[src/rtl/retospect_cfg_pkg.sv]
// Shared types and constants for the neurochip configuration loader.
package retospect_cfg_pkg;

  typedef enum logic [2:0] {
    ST_IDLE,
    ST_LOAD,
    ST_VERIFY,
    ST_NNRST,
    ST_DONE
  } cfg_state_t;

  localparam logic [7:0]  CRC8_POLY     = 8'h07;
  localparam int unsigned CLOCKBOX_BITS = 48;
  localparam int unsigned CELL_BITS     = 19;

  // Chain length for an X by Y cell array behind the clockbox.
  function automatic int unsigned chain_len(input int unsigned x, input int unsigned y);
    return CLOCKBOX_BITS + x * y * CELL_BITS;
  endfunction

endpackage

[src/rtl/retospect_cfg_loader_if.sv]
// Byte stream from the host into the configuration loader (valid/ready).
interface retospect_cfg_loader_if;
  logic [7:0] in_data;
  logic       in_valid;
  logic       in_ready;

  modport master (output in_data, output in_valid, input  in_ready);
  modport slave  (input  in_data, input  in_valid, output in_ready);
endinterface

[src/rtl/retospect_crc8_serial.sv]
// Bit-serial CRC-8 (init 0x00), one message bit per enabled cycle.
module retospect_crc8_serial
  import retospect_cfg_pkg::*;
(
  input  logic       clk,
  input  logic       rst_n,
  input  logic       clr,
  input  logic       en,
  input  logic       din,
  output logic [7:0] crc
);

  logic fb;
  assign fb = crc[7] ^ din;

  // CRC register: clear has priority over shifting in a new bit.
  always_ff @(posedge clk or negedge rst_n) begin
    if (!rst_n) begin
      crc <= '0;
    end else if (clr) begin
      crc <= '0;
    end else if (en) begin
      crc <= {crc[6:0], 1'b0} ^ (fb ? CRC8_POLY : 8'h00);
    end
  end

endmodule

[src/rtl/retospect_cfg_loader.sv]
// Configuration chain loader: serialises host bytes onto config_en/bs_in,
// optionally recirculates the chain to CRC-check it, then pulses reset_nn.
module retospect_cfg_loader
  import retospect_cfg_pkg::*;
#(
  parameter int unsigned CHAIN_LEN = chain_len(5, 5),
  parameter int unsigned CW        = $clog2(CHAIN_LEN + 1)
) (
  input  logic                  clk,
  input  logic                  rst_n,
  input  logic                  start,
  input  logic                  verify_en,
  retospect_cfg_loader_if.slave bus,
  output logic                  cfg_en,
  output logic                  cfg_bs,
  input  logic                  cfg_bs_ret,
  output logic                  nn_reset,
  output logic                  busy,
  output logic                  done,
  output logic                  err_underrun,
  output logic                  err_crc
);

  localparam logic [CW-1:0] LAST_BIT = CW'(CHAIN_LEN - 1);
  localparam logic [CW-1:0] ALL_BITS = CW'(CHAIN_LEN);
  localparam logic [CW:0]   ALL_BITS_W = (CW+1)'(CHAIN_LEN);

  cfg_state_t    state, state_nxt;
  logic [7:0]    cur, nxt;
  logic [3:0]    cur_cnt;
  logic          nxt_full;
  logic [CW-1:0] bit_cnt;
  logic          verify_q;
  logic [7:0]    crc_load, crc_ret;

  logic          emit, underrun, need_more, ready, accept, cur_free, crc_clr;
  logic [CW:0]   pending;

  // A bit goes out whenever the shifting stage holds one.
  assign emit     = (state == ST_LOAD) && (cur_cnt != 4'd0);
  // Starved after the first bit but before the chain is full.
  assign underrun = (state == ST_LOAD) && (bit_cnt != '0) && (bit_cnt != ALL_BITS)
                    && (cur_cnt == 4'd0);
  // Bits already sent plus bits waiting in cur; no more bytes once that covers the chain.
  assign pending   = {1'b0, bit_cnt} + (CW+1)'(cur_cnt);
  assign need_more = pending < ALL_BITS_W;
  assign ready     = (state == ST_LOAD) && !nxt_full && need_more && !underrun;
  assign bus.in_ready = ready;
  assign accept    = bus.in_valid && ready;
  // cur is empty now or shifts out its last bit this cycle.
  assign cur_free  = (cur_cnt <= 4'd1);
  assign crc_clr   = (state == ST_IDLE) && start;

  // State register.
  always_ff @(posedge clk or negedge rst_n) begin
    if (!rst_n) begin
      state <= ST_IDLE;
    end else begin
      state <= state_nxt;
    end
  end

  // Next-state logic and Moore output decode.
  always_comb begin
    state_nxt = state;
    cfg_en    = 1'b0;
    cfg_bs    = 1'b0;
    nn_reset  = 1'b0;
    done      = 1'b0;
    busy      = (state != ST_IDLE);
    case (state)
      ST_IDLE: begin
        if (start) state_nxt = ST_LOAD;
      end
      ST_LOAD: begin
        cfg_en = emit;
        cfg_bs = emit & cur[0];
        if (bit_cnt == ALL_BITS) begin
          state_nxt = verify_q ? ST_VERIFY : ST_NNRST;
        end else if (underrun) begin
          state_nxt = ST_IDLE;
        end
      end
      ST_VERIFY: begin
        cfg_en = 1'b1;
        cfg_bs = cfg_bs_ret;
        if (bit_cnt == LAST_BIT) state_nxt = ST_NNRST;
      end
      ST_NNRST: begin
        nn_reset  = 1'b1;
        state_nxt = ST_DONE;
      end
      ST_DONE: begin
        done      = 1'b1;
        state_nxt = ST_IDLE;
      end
      default: state_nxt = ST_IDLE;
    endcase
  end

  // Byte stages, bit counter and sticky error flags.
  always_ff @(posedge clk or negedge rst_n) begin
    if (!rst_n) begin
      cur          <= '0;
      nxt          <= '0;
      cur_cnt      <= '0;
      nxt_full     <= 1'b0;
      bit_cnt      <= '0;
      verify_q     <= 1'b0;
      err_underrun <= 1'b0;
      err_crc      <= 1'b0;
    end else begin
      case (state)
        ST_IDLE: begin
          if (start) begin
            err_underrun <= 1'b0;
            err_crc      <= 1'b0;
            verify_q     <= verify_en;
            bit_cnt      <= '0;
            cur_cnt      <= '0;
            nxt_full     <= 1'b0;
          end
        end
        ST_LOAD: begin
          if (emit) begin
            bit_cnt <= bit_cnt + CW'(1);
            cur     <= cur >> 1;
            cur_cnt <= cur_cnt - 4'd1;
            if (bit_cnt == LAST_BIT) begin
              // Chain complete: unused high bits of the final byte are dropped.
              cur_cnt  <= '0;
              nxt_full <= 1'b0;
            end else if ((cur_cnt == 4'd1) && nxt_full) begin
              cur      <= nxt;
              cur_cnt  <= 4'd8;
              nxt_full <= 1'b0;
            end
          end
          // Accept only happens with nxt empty, so it never collides with the move above;
          // a byte arriving as cur drains goes straight into cur to avoid a bubble.
          if (accept) begin
            if (cur_free) begin
              cur     <= bus.in_data;
              cur_cnt <= 4'd8;
            end else begin
              nxt      <= bus.in_data;
              nxt_full <= 1'b1;
            end
          end
          if (bit_cnt == ALL_BITS) bit_cnt <= '0;
          if (underrun) err_underrun <= 1'b1;
        end
        ST_VERIFY: begin
          bit_cnt <= bit_cnt + CW'(1);
        end
        ST_NNRST: begin
          if (verify_q && (crc_ret != crc_load)) err_crc <= 1'b1;
        end
        default: ;
      endcase
    end
  end

  retospect_crc8_serial u_crc_load (
    .clk   (clk),
    .rst_n (rst_n),
    .clr   (crc_clr),
    .en    (emit),
    .din   (cur[0]),
    .crc   (crc_load)
  );

  retospect_crc8_serial u_crc_ret (
    .clk   (clk),
    .rst_n (rst_n),
    .clr   (crc_clr),
    .en    (state == ST_VERIFY),
    .din   (cfg_bs_ret),
    .crc   (crc_ret)
  );

endmodule

[src/flat_wrapper.sv]
// flat-port wrapper written by rule: the top's interface ports become plain ports
module retospect_cfg_loader_flat import retospect_cfg_pkg::*;
#(
  parameter int unsigned CHAIN_LEN = chain_len(5, 5),
  parameter int unsigned CW        = $clog2(CHAIN_LEN + 1)
)
  (clk, rst_n, start, verify_en, cfg_en, cfg_bs, cfg_bs_ret, nn_reset, busy, done, err_underrun, err_crc, bus_in_data, bus_in_valid, bus_in_ready);
  retospect_cfg_loader_if bus_i ();
  input  logic clk;
  input  logic rst_n;
  input  logic start;
  input  logic verify_en;
  output logic cfg_en;
  output logic cfg_bs;
  input  logic cfg_bs_ret;
  output logic nn_reset;
  output logic busy;
  output logic done;
  output logic err_underrun;
  output logic err_crc;
  input wire logic [$bits(bus_i.in_data)-1:0] bus_in_data;
  input wire logic [$bits(bus_i.in_valid)-1:0] bus_in_valid;
  output wire logic [$bits(bus_i.in_ready)-1:0] bus_in_ready;
  assign bus_i.in_data = bus_in_data;
  assign bus_i.in_valid = bus_in_valid;
  assign bus_in_ready = bus_i.in_ready;
  retospect_cfg_loader #(.CHAIN_LEN(CHAIN_LEN), .CW(CW)) u_core (.clk(clk), .rst_n(rst_n), .start(start), .verify_en(verify_en), .bus(bus_i), .cfg_en(cfg_en), .cfg_bs(cfg_bs), .cfg_bs_ret(cfg_bs_ret), .nn_reset(nn_reset), .busy(busy), .done(done), .err_underrun(err_underrun), .err_crc(err_crc));
endmodule
[config.mk]
export PLATFORM = sky130hd
export DESIGN_NAME = retospect_cfg_loader_flat
export DESIGN_NICKNAME = d
export VERILOG_FILES = /design/src/rtl/retospect_cfg_pkg.sv /design/src/rtl/retospect_cfg_loader_if.sv /design/src/rtl/retospect_crc8_serial.sv /design/src/rtl/retospect_cfg_loader.sv /design/src/flat_wrapper.sv
export SDC_FILE = /design/constraint.sdc
export NUM_CORES = 1
export LEC_CHECK = 0
export CAP_MARGIN = 25
export CORE_MARGIN = 2
export CORE_UTILIZATION = 62
export CTS_CLUSTER_SIZE = 25
export DETAILED_ROUTE_END_ITERATION = 10
export GPL_TIMING_DRIVEN = 0
export PLACE_DENSITY = 0.83
export SETUP_SLACK_MARGIN = 0.4
export SLEW_MARGIN = 10
export SYNTH_ARGS = -nofsm -noshare
export SYNTH_HDL_FRONTEND = slang
export SYNTH_HIERARCHICAL = 1
export SYNTH_SLANG_ARGS = --single-unit
[constraint.sdc]
create_clock -name clk -period 5 [get_ports clk]
set_input_delay 1.5 -clock clk [delete_from_list [all_inputs] [get_ports clk]]
set_output_delay 1.5 -clock clk [all_outputs]
set_load 0.05 [all_outputs]
======== Yosys cells after proc, flatten, opt, wreduce, memory -nomap -nowiden ========
Cells that the tools add are included.
cells by class
  add/subtract/negate cells ............... 3
  multiply operators ...................... 0
  div/mod/pow operators ................... 0
  order comparisons ....................... 2
  eq/ne operators ......................... 15
  shift operators ......................... 0
  multiplexer cells ....................... 43
  bitwise operators ....................... 6
  reductions and logical operators ........ 30
operators by type and width
  operator                                                                         number
  8-bit 2-to-1 mux                                                                 9
  10-bit 2-to-1 mux                                                                3
  10-bit one-hot mux with 3 select lines                                           1
  4-bit 2-to-1 mux                                                                 6
  10-bit == test (second input constant)                                           2
  3-bit 2-to-1 mux                                                                 6
  8-bit by 3-bit bitwise XOR with 8-bit output                                     2
  3-bit AND reduction                                                              5
  3-bit one-hot mux with 4 select lines                                            1
  10-bit by 4-bit adder with 11-bit output                                         1
  1-bit logical AND                                                                11
  11-bit by 10-bit less-than comparator with 1-bit output (second input constant)  1
  1-bit 2-to-1 mux                                                                 11
  10-bit by 1-bit adder with 10-bit output (second input constant)                 1
  10-bit != test (second input constant)                                           1
  1-bit one-hot mux with 2 select lines                                            5
  10-bit nonzero test                                                              1
  8-bit != test                                                                    1
  4-bit one-hot mux with 2 select lines                                            1
  2-bit nonzero test                                                               4
  3-bit by 2-bit == test with 1-bit output (second input constant)                 2
  2-bit by 1-bit != test with 1-bit output (second input constant)                 3
  3-bit by 2-bit != test with 1-bit output (second input constant)                 2
  3-bit nonzero test                                                               2
  14 further kinds                                                                 17
storage, ports and cells
  register bits after elaboration ......... 53
  latch bits .............................. 0
  RAM bits ................................ 0
  memory bits (read-only) ................. 0
  output and inout port bits .............. 8
  logic and storage cells ................. 110
  memories kept ........................... 0

======== Logic depth before layout (Yosys ltp) ========
Gate-level depths: netlist of run 1.
  depth in word-level cells ............... 9
  gate-level depth with buffers ........... 10

======== Cells and area by module ========
Netlist of run 1, hierarchy kept.
by module, submodules not included
  module                 times used  cells an instance  area an instance (sq um)  sequential area each (sq um)
  retospect_cfg_loader   1           254                2,421.1                   925.9
  retospect_crc8_serial  2           32                 372.9                     200.2

======== Worst setup path after synthesis of run 1 ========
No wires, ideal clock.
  path kind ............................... flip-flop to output port
  start point ............................. register u_core.cur_cnt[0]
  end point ............................... output bus_in_ready
  arrival ................................. 2.554 ns
  required time ........................... 3.500 ns
  setup slack ............................. 0.946 ns
  stages on the path, launching flop included .. 8
  cells stage by stage .................... dfrtp_1 > ha_1 > fa_1 > a31oi_1 > mux2_2 > o22ai_2 > nand2_1 > nor2_1
on the way
  word-level cells in the longest chain between the ends .. 4
  elaborated cells between the ends (all ways) .. 7
  classes of those cells .................. add/sub (1); order compare (1); reduce/logical (5)
RTL lines
  element                                                                                       RTL line                                                RTL
  from (decl)                                                                                   retospect_cfg_loader.sv:30                              logic [3:0] cur_cnt;
  from (signal assigned)                                                                        retospect_cfg_loader.sv:128                             cur_cnt <= cur_cnt - 4'd1;
  10-bit by 4-bit adder with 11-bit output or 4-bit zero test (tied branches)                   retospect_cfg_loader.sv:45, retospect_cfg_loader.sv:43
  11-bit by 10-bit less-than comparator with 1-bit output or 1-bit logical AND (tied branches)  retospect_cfg_loader.sv:46, retospect_cfg_loader.sv:43
  1-bit logical AND or 1-bit zero test (tied branches)                                          retospect_cfg_loader.sv:47                              assign ready = (state == ST_LOAD) && !nxt_full && need_more && !underrun;
  1-bit logical AND (*)                                                                         retospect_cfg_loader.sv:47
  to (decl)                                                                                     flat_wrapper.sv:23                                      output wire logic [$bits(bus_i.in_ready)-1:0] bus_in_ready;
Mark *: on every way between the ends. The rest lies on a longest branch, timed or not.

======== Worst setup path in the final report of run 1 ========
  start point ............................. input cfg_bs_ret
  end point ............................... output cfg_bs
on the way
  word-level cells in the longest chain between the ends .. 1
RTL lines
  element                                RTL line                    RTL
  from (decl)                            flat_wrapper.sv:15          input logic cfg_bs_ret;
  1-bit one-hot mux with 2 select lines  retospect_cfg_loader.sv:71  case (state)
  to (decl)                              flat_wrapper.sv:14          output logic cfg_bs;
Every way passes these cells.

==> results of run 1 <==
[flip-flops by register name, summed over array words and instances, names as in the netlist, 3 cells and up]
signal                 cells
u_core/bit_cnt            10
u_core/cur                 8
u_core/nxt                 8
u_core/u_crc_load/crc      8
u_core/u_crc_ret/crc       8
u_core/cur_cnt             4
u_core/state               3
[power by group]
| part | leakage [uW] | switching (uW) | internal, uW |
|---|---|---|---|
| Combinational | 0.000961 | 585 | 477 |
| Clock | 0.0000456 | 144 | 100 |
| Sequential | 0.000676 | 157 | 605 |
[through the flow]
| stage | total power, uW | worst slack (ns) | util |
|---|---|---|---|
| floorplan | 1580 | 0.946 | - |
| global placement | 1790 | 0.473 | 0.692 |
| detailed placement | 1830 | 0.465 | 0.695 |
| CTS | 2080 | 0.428 | 0.712 |
| global route | 2240 | 0.427 | 0.712 |
| finish | 2070 | 0.462 | 0.712 |
[worst reg2reg max path: cells and delay by family (launching register included)]
kind            cells  cell delay (ns)
compound gates      2             0.43
simple gates        2             0.58
mux                 2             0.79
fa+ha+maj           2             0.66
flops               1             0.45
[logic make-up (layout without fill, tap and decap cells)]
family	after synthesis	after routing	share of synthesized area
AND/OR/NAND/NOR	115	115	0.199
adder cells (fa/ha/maj)	11	11	0.0458
AO/OA/AOI/OAI	55	55	0.119
flip-flops	53	53	0.419
XOR/XNOR	20	20	0.0553
buffers and inverters	30	60	0.0482
multiplexers	34	34	0.114
[layout make-up]
type	count	area, sq um	share of cell area
plain buffers	14	92.6	0.0260
clock buffers	6	72.6	0.0204
clock inverters	2	13.8	0.00386
inverters	16	60.1	0.0168
multi-input cells	235	1690	0.475
flip-flops and latches	53	1330	0.372
well taps	70	87.6	0.0246
repair buffers	22	220	0.0618
[worst paths after layout]
path / start / to
max in group asynchronous: rst_n / u_core/cur_cnt[1]$_DFFE_PN0P_
worst min register to register: u_core/err_underrun$_DFFE_PN0P_ / u_core/err_underrun$_DFFE_PN0P_
worst min-delay path: u_core/err_underrun$_DFFE_PN0P_ / u_core/err_underrun$_DFFE_PN0P_
min in group asynchronous: rst_n / u_core/verify_q$_DFFE_PN0P_
worst max-delay path: cfg_bs_ret / cfg_bs
worst max register to register: u_core/bit_cnt[0]$_DFFE_PN0P_ / u_core/nxt[1]$_DFFE_PN0P_
[per-layer routing]
metal  track usage  vias up  share of wire
li1              -     1197              -
met1         0.314     1176           0.47
met2         0.386       52           0.48
met3        0.0450        7          0.037
met4        0.0780        0          0.012
met5             0        -              0
[placed cells by master, fill, tap and decap left out, types with 3 or more instances in the layout]
| cell | Yosys | layout |
|---|---|---|
| a211oi_1 | 4 | 4 |
| a21oi_1 | 12 | 12 |
| and3b_1 | 3 | 3 |
| buf_2 | 5 | 6 |
| buf_6 | 4 | 4 |
| clkbuf_1 | 4 | 5 |
| clkbuf_8 | 0 | 5 |
| clkdlybuf4s50_1 | 0 | 19 |
| dfrtp_1 | 53 | 53 |
| ha_1 | 10 | 10 |
| inv_1 | 14 | 14 |
| mux2_2 | 15 | 15 |
| mux2i_1 | 18 | 18 |
| nand2_1 | 29 | 29 |
| nand3_1 | 11 | 11 |
| nor2_1 | 31 | 31 |
| nor3_1 | 5 | 5 |
| nor4_1 | 3 | 3 |
| o21ai_0 | 14 | 14 |
| or4_1 | 4 | 4 |
| xnor2_1 | 7 | 7 |
| xor2_1 | 13 | 13 |
[what timing repair did]
| item | CTS | global route |
|---|---|---|
| endpoints found under the setup margin | 1 | 2 |
| buffers inserted | 0 | 0 |
| hold buffers | 0 | 0 |
| gates resized for setup | 1 | 3 |
==> key figures, run 1 <==
Critical path
  • Crit-path most repeated cell: clkdlybuf4s50_1
  • CP top delay family: buffers and inverters
  • Startpoint Class: primary input
  • WP data required: 3.50 ns
  • Crit Path Class: primary input to output pin
  • Critical path arrival: 3.04 ns
  • Worst path max stage delay: 0.80 ns
  • Crit-path slowest cell: clkdlybuf4s50_1
  • Internal reg-to-reg setup slack: 2.00 ns
  • Crit. End Element: output pin
  • Worst-path maximum fanout: 3
  • Worst path cell trace: clkdlybuf4s50_1 -> a22o_1 -> clkdlybuf4s50_1
  • CP bufs+invs: 2
  • WP depth: 3
  • R2R depth: 8

Floorplan
  • DIE AREA: 0.00570 sq mm
  • Top Ports: 22
  • Core Area: 0.00501 sq mm
  • Row cnt: 26
  • Initial Util: 0.632
  • Die Y: 75.5 microns
  • Die X: 75.5 microns

Routing
  • DR iter-0 viols: 130
  • Routed Wire Length: 6020 microns
  • Via count: 2,432
  • DR WL/cell: 14.4 microns
  • Post-route ant nets: 0
  • Drt first pass iters: 4
  • DRC violations left: 0
  • Vias per inst: 5.82

Clock tree
  • Clk sinks: 53
  • H-tree levels: 2
  • CTS Buf Count: 5
  • Worst-skew pair later-pin latency: 0.31 ns
  • CTS Root Cell: clkbuf_8
  • CTS clk-pin slew, worst paths: 0.10 ns
  • CTS tree: done
  • Max clock buf depth: 2

Min path
  • WHS Path Cells: 1
  • Tightest Hold Check Type: register to register

Synth
  • Distinct cells, synth: 64
  • Mapped Cells: 318
  • Synth warn: 6
  • Ys flop type: dfrtp_1
  • Synth cell count leaders: 53 x dfrtp_1, 31 x nor2_1, 29 x nand2_1
  • Share of the synthesized area in the top cell type: 0.419
  • Yosys reg bits: 53
  • Fraction of registers with async set/reset: 1.00
  • Post-Syn Area: 0.00317 sq mm
  • Post-Syn Nets: 343
  • Sequential area share after synthesis: 0.419
  • Post-synth EDFFs: 0
  • Syn Area/Cell: 9.96 sq um
  • Largest cells by area after synthesis: dfrtp_1 42%, mux2i_1 5.7%, mux2_2 5.3%
  • Largest area contributor in the netlist: dfrtp_1
  • Count leader, synth: dfrtp_1

STA
  • Hold Vio Cnt, Final: 0
  • Setup TNS: 0 ns
  • Post-layout min period: 4.54 ns
  • Worst clock skew: 0.00768 ns
  • Part of the cycle the worst path needs: 0.908
  • Relative slew slack: 0.453
  • Slew Viols, Final: 0
  • Slew @ Worst Pin: 0.813 ns
  • Hold WS: 0.488 ns
  • # setup viols final: 0
  • RSZ-0062 raised after global routing: no
  • Peak Freq: 0.220 GHz

Power and ir drop
  • Pwr per Cell Area: 580 mW/mm^2
  • Static leakage: 0.00168 uW
  • VDD IR max: 0.000278 V

Placed design
  • DP Area: 0.00348 sq mm
  • Dpl hpwl: 4460 microns
  • GPL Wtd Cong: 0.805
  • Port Buf Inserts: 21
  • Dpl cells: 410

Global routing
  • Largest net degree at the start of global routing: 28
  • Total track usage: 0.235
  • GR Overflow Total: 0
  • Vias in the first global route: 2,231
  • Initial antenna violation count: 0
  • First-pass GRT wire length: 10,100 microns

Run status
  • Run status: complete, no violations

Layout
  • Fin area: 0.00357 sq mm
  • Post-route insts no fill: 418
  • Final net count: 372
  • Area delta synth->final: 12.6%
  • # diodes: 0
  • Fillers: 400
  • Fraction of layout cells with a size suffix above 1: 0.147

Run
  • Max Cap Viol: 0
Power figures use the tool's default switching activity.
==> run 2: changes to the inputs <==
- PLACE_DENSITY: 0.83 -> not set
- PLACE_DENSITY_LB_ADDON: not set -> 0.2
==> run 2 against run 1 <==
Against the previous run: clock power increased by 16%; first-iteration DRC count increased by 3.1%; count of clock-buffer cells in the layout decreased by 1; core utilization increased by 0.42 points; global-route usage about the same; cell count decreased by 0.24%; via count decreased by 0.86%; non-clock buffer count unchanged; largest cell class unchanged.
==> key figures, run 2 (synthesis results as in run 1) <==
Layout
  • Area delta synth->final: 13.3%
  • Fraction of layout cells with a size suffix above 1: 0.144
  • Max reg flops: 10
  • Largest register by flop count: u_core/bit_cnt
  • Final net count: 372
  • Most frequent cells in the layout: 53 x dfrtp_1, 31 x nor2_1, 29 x nand2_1, 19 x clkdlybuf4s50_1, 18 x mux2i_1
  • Fillers: 404
  • Most common cell after layout, fill and taps aside: dfrtp_1
  • # diodes: 0

Clock tree
  • Max clock buf depth: 2
  • Worst-skew pair later-pin latency: 0.30 ns
  • H-tree levels: 2
  • CTS Buf Count: 5
  • Setup bufs post-CTS: 0
  • CTS tree: done
  • CTS Root Cell: clkbuf_8
  • CTS clk-pin slew, worst paths: 0.09 ns
  • Clk sinks: 53

Floorplan
  • Row cnt: 26
  • Die X: 75.5 microns
  • DIE AREA: 0.00570 sq mm
  • Die Y: 75.5 microns
  • Top Ports: 22
  • Core Area: 0.00501 sq mm
  • Initial Util: 0.632

Critical path
  • WP data required: 3.50 ns
  • Crit. End Element: output pin
  • Worst-path maximum fanout: 3
  • Critical path arrival: 3.04 ns
  • Reg2Reg Capture Point: u_core/nxt[6]$_DFFE_PN0P_
  • FF-to-FF Start: u_core/cur_cnt[0]$_DFFE_PN0P_
  • WP depth: 3
  • Startpoint Class: primary input
  • Crit-path slowest cell: clkdlybuf4s50_1
  • CP bufs+invs: 2
  • R2R depth: 8
  • Crit Path Class: primary input to output pin
  • Crit path from: cfg_bs_ret
  • CP top delay family: buffers and inverters
  • Worst path cell trace: clkdlybuf4s50_1 -> a22o_1 -> clkdlybuf4s50_1
  • Internal reg-to-reg setup slack: 1.95 ns
  • Crit-path most repeated cell: clkdlybuf4s50_1
  • Worst path max stage delay: 0.80 ns

STA
  • Hold Vio Cnt, Final: 0
  • Part of the cycle the worst path needs: 0.908
  • # setup viols final: 0
  • Slew Viols, Final: 0
  • RSZ-0062 raised after global routing: no
  • Worst clock skew: 0.00721 ns
  • Post-layout min period: 4.54 ns
  • Peak Freq: 0.220 GHz
  • Setup TNS: 0 ns
  • Relative slew slack: 0.411
  • Slew @ Worst Pin: 0.876 ns

Power and ir drop
  • Tot Pwr: 2130 uW
  • VDD IR max: 0.000277 V
  • Pwr per Cell Area: 593 mW/mm^2
  • Static leakage: 0.00169 uW

Min path
  • WHS Path Cells: 1
  • WHS Endpoint: u_core/err_underrun$_DFFE_PN0P_
  • Worst hold start: u_core/err_underrun$_DFFE_PN0P_
  • Tightest Hold Check Type: register to register

Routing
  • Post-route ant nets: 0
  • Vias per inst: 5.78
  • Drt first pass iters: 5
  • DR iter-0 viols: 134
  • Via count: 2,411
  • DRC violations left: 0
  • DR WL/cell: 14.8 microns
  • Routed Wire Length: 6160 microns

Global routing
  • Total track usage: 0.235
  • Vias in the first global route: 2,166
  • GR Overflow Total: 0
  • Initial antenna violation count: 0
  • Largest net degree at the start of global routing: 37
  • First-pass GRT wire length: 10,200 microns

Placed design
  • Port Buf Inserts: 21
  • GPL Wtd Cong: 0.845
  • Dpl hpwl: 4500 microns

Run
  • Max Cap Viol: 0

Run status
  • Run status: complete, no violations
## run 2: power by group
part	switching (uW)	internal, uW	total (uW)	leakage [uW]
clock network	137	146	283	0.0000540
registers	156	605	761	0.000676
logic	600	482	1080	0.000963
total	893	1230	2130	0.00169
## run 2: worst max-delay path by stage
stage	end	slack (ns)
after floorplan	bus_in_ready	0.95
after global placement	cfg_bs	0.48
after detailed placement	cfg_bs	0.46
after CTS	cfg_bs	0.40
after global routing	bus_in_ready	0.40
final	cfg_bs	0.46
## run 2: through the flow
step | util | setup slack (ns) | instances | hold slack [ns] | cell area, sq um
3_5_place_dp | 0.695 | 0.465 | 410 | 0.472 | 3480
2_1_floorplan | - | 0.946 | 318 | 0.458 | 3170
6_report | 0.716 | 0.458 | 417 | 0.487 | 3590
5_1_grt | 0.716 | 0.402 | 417 | 0.518 | 3590
4_1_cts | 0.715 | 0.402 | 417 | 0.492 | 3580
3_3_place_gp | 0.692 | 0.483 | 409 | 0.461 | 3460
## run 2: cell type report
| cell class | count | area, sq um | area share |
|---|---|---|---|
| sequential | 53 | 1330 | 0.370 |
| buffer | 14 | 92.6 | 0.0258 |
| multi-input combinational | 235 | 1690 | 0.472 |
| timing repair buffer | 22 | 224 | 0.0624 |
| clock buffer | 5 | 68.8 | 0.0192 |
| inverter | 16 | 60.1 | 0.0167 |
| tap | 70 | 87.6 | 0.0244 |
| clock inverter | 2 | 35.0 | 0.00977 |
## run 2: timing repair
| item | in CTS | in global routing |
|---|---|---|
| setup endpoints to repair | 1 | 1 |
| resized for setup | 1 | 1 |
| hold buffers | 0 | 0 |
## run 2: metal layers
metal | share of wire | routed length, microns | global-route usage
met4 | 0.0094 | 58 | 0.0565
met3 | 0.043 | 265 | 0.0397
met1 | 0.47 | 2910 | 0.338
met2 | 0.48 | 2930 | 0.374
met5 | 0 | 0 | 0
## run 2: worst reg2reg max path, delay by kind of cell, from the launching register on
kind,cells,cell delay [ns]
multiplexers,2,0.78
flip-flops,1,0.44
AND/OR/NAND/NOR,2,0.62
AO/OA/AOI/OAI,2,0.42
adder cells (fa/ha/maj),2,0.69
==> run 3: changes to the inputs <==
- CORE_MARGIN: 2 -> 3
- RECOVER_POWER: not set -> 100
==> run 3 against run 2 <==
Against the previous run: the run now ends with max-capacitance violations left; flip-flop and latch count unchanged; worst setup slack worse by 0.050 ns; fmax decreased by 1.1%; wire length up 5.0%; design area down 2.8%; clock power decreased by 10%; worst hold slack better by 0.0073 ns; global-route usage down 0.33 points; first-iteration DRC count grew 46%; cell count fell by 0.48%; sequential share of layout area up 1.1 points; critical path type unchanged.
==> key figures, run 3 (synthesis results as in run 1) <==
Run status
  • Run status: finished with violations
  • Failing checks: max-capacitance violations

Clock tree
  • CTS Root Cell: clkbuf_8
  • Max clock buf depth: 2
  • Clk sinks: 53
  • CTS resizes: 1
  • Hold Buf Count CTS: 0
  • H-tree levels: 2
  • Setup bufs post-CTS: 0
  • CTS clk-pin slew, worst paths: 0.10 ns
  • CTS tree: done
  • CTS Buf Count: 5
  • Worst-skew pair later-pin latency: 0.30 ns

Layout
  • Most frequent cells in the layout: 53 x dfrtp_1, 31 x nor2_1, 29 x nand2_1, 18 x mux2i_1
  • Largest register by flop count: u_core/bit_cnt
  • Final Util: 0.724
  • Most common cell after layout, fill and taps aside: dfrtp_1
  • Final net count: 372
  • Fraction of layout cells with a size suffix above 1: 0.106
  • Area delta synth->final: 10.1%
  • # diodes: 0
  • Max reg flops: 10

Critical path
  • Worst path cell trace: clkdlybuf4s50_1 -> a22o_1 -> dlygate4sd3_1
  • Critical path arrival: 3.09 ns
  • Worst path max stage delay: 0.87 ns
  • Crit. End Element: output pin
  • R2R depth: 8
  • FF-to-FF Start: u_core/bit_cnt[0]$_DFFE_PN0P_
  • Crit path from: cfg_bs_ret
  • Reg2Reg Capture Point: u_core/nxt[5]$_DFFE_PN0P_
  • Startpoint Class: primary input
  • Internal reg-to-reg setup slack: 1.35 ns
  • Crit-path slowest cell: dlygate4sd3_1
  • WP data required: 3.50 ns
  • Worst-path maximum fanout: 3
  • Crit Path Class: primary input to output pin

Routing
  • Met3 wire length: 272 microns
  • DR WL/cell: 15.6 microns
  • Drt first pass iters: 4
  • Vias per inst: 5.84
  • Post-route ant nets: 0
  • DRC violations left: 0
  • Met1 WL: 3010 microns
  • Routed Wire Length: 6470 microns
  • Via count: 2,425
  • Top Layer Used: met4
  • DR WL met2: 3160 microns
  • DR iter-0 viols: 196

Power and ir drop
  • Internal power: 1160 uW
  • Pwr per Cell Area: 588 mW/mm^2
  • Tot Pwr: 2050 uW
  • Psw: 885 uW
  • VDD IR max: 0.000372 V
  • Seq pwr share: 0.373
  • Combinational power share: 0.503
  • Clock network power share: 0.124
  • Sw Share: 0.432
  • Static leakage: 0.00165 uW

Floorplan
  • Row cnt: 25
  • Core Area: 0.00482 sq mm
  • Top Ports: 22
  • Initial Util: 0.657
  • DIE AREA: 0.00600 sq mm
  • Die X: 77.5 microns
  • Die Y: 77.5 microns

Run
  • Max Cap Viol: 1

Min path
  • Tightest Hold Check Type: register to register
  • WHS Path Cells: 1
  • Worst hold start: u_core/err_crc$_DFFE_PN0P_
  • WHS Endpoint: u_core/err_crc$_DFFE_PN0P_

Placed design
  • GPL Wtd Cong: 0.853
  • Port Buf Inserts: 21
  • Dpl hpwl: 4860 microns

Global routing
  • First-pass GRT wire length: 11,400 microns
  • Total track usage: 0.232
  • Vias in the first global route: 2,459
  • Initial antenna violation count: 0
  • GR Overflow Total: 0
  • Largest net degree at the start of global routing: 29

STA
  • Part of the cycle the worst path needs: 0.918
  • Post-layout min period: 4.59 ns
  • Hold WS: 0.495 ns
  • Setup TNS: 0 ns
  • RSZ-0062 raised after global routing: no
  • Relative slew slack: 0.00182
  • Worst clock skew: 0.00878 ns
  • Slew @ Worst Pin: 1.50 ns
  • Peak Freq: 0.218 GHz
  • Slew Viols, Final: 0
  • # setup viols final: 0
  • Hold Vio Cnt, Final: 0
[run 3: cell types whose count changed in the layout (fill, tap and decap cells not counted), sizes merged]
cell	before	now
bufinv	1	0
clkdlybuf4s50	19	11
clkbuf	9	17
dlygate4sd2	1	0
buf	12	5
inv	16	18
dlygate4sd3	0	8
[run 3: final cells by class]
class                   count  area, sq um
plain buffers              14         71.3
repair buffers             22          201
flip-flops and latches     53         1330
inverters                  16         60.1
fillers                   381         1330
multi-input cells         235         1650
clock inverters             3         28.8
well taps                  67         83.8
clock buffers               5         68.8
[run 3: power by group through the flow]
stage | combinational (uW) | sequential, uW | clock, uW
after floorplan | 842 | 739 | 0
after global placement | 1030 | 764 | 0
after detailed placement | 1070 | 773 | 0
after CTS | 1080 | 764 | 263
after global routing | 1160 | 788 | 280
final | 1030 | 764 | 254
[run 3: stage by stage]
stage | worst slack (ns) | instance area, sq um | std cells
4_1_cts | 0.403 | 3570 | 415
3_3_place_gp | 0.461 | 3460 | 406
6_report | 0.408 | 3490 | 415
3_5_place_dp | 0.469 | 3480 | 407
2_1_floorplan | 0.946 | 3170 | 318
5_1_grt | 0.362 | 3490 | 415
[run 3: how the worst max path moves through the flow]
stage              endpoint  slack (ns)  depth (start not counted)
2_1_floorplan  bus_in_ready        0.95                          7
3_3_place_gp         cfg_bs        0.46                          3
3_5_place_dp         cfg_bs        0.47                          3
4_1_cts        bus_in_ready        0.40                          8
5_1_grt        bus_in_ready        0.36                          8
6_report             cfg_bs        0.41                          3
[run 3: per-layer routing]
metal | GRT usage | up-vias
li1 | - | 1185
met1 | 0.327 | 1185
met2 | 0.380 | 53
met3 | 0.0360 | 2
met4 | 0.0480 | 0
met5 | 0 | -
[run 3: critical path, delay by kind of cell]
family | cells | cell delay [ns]
compound gates | 1 | 0.17
buf+inv | 2 | 1.43
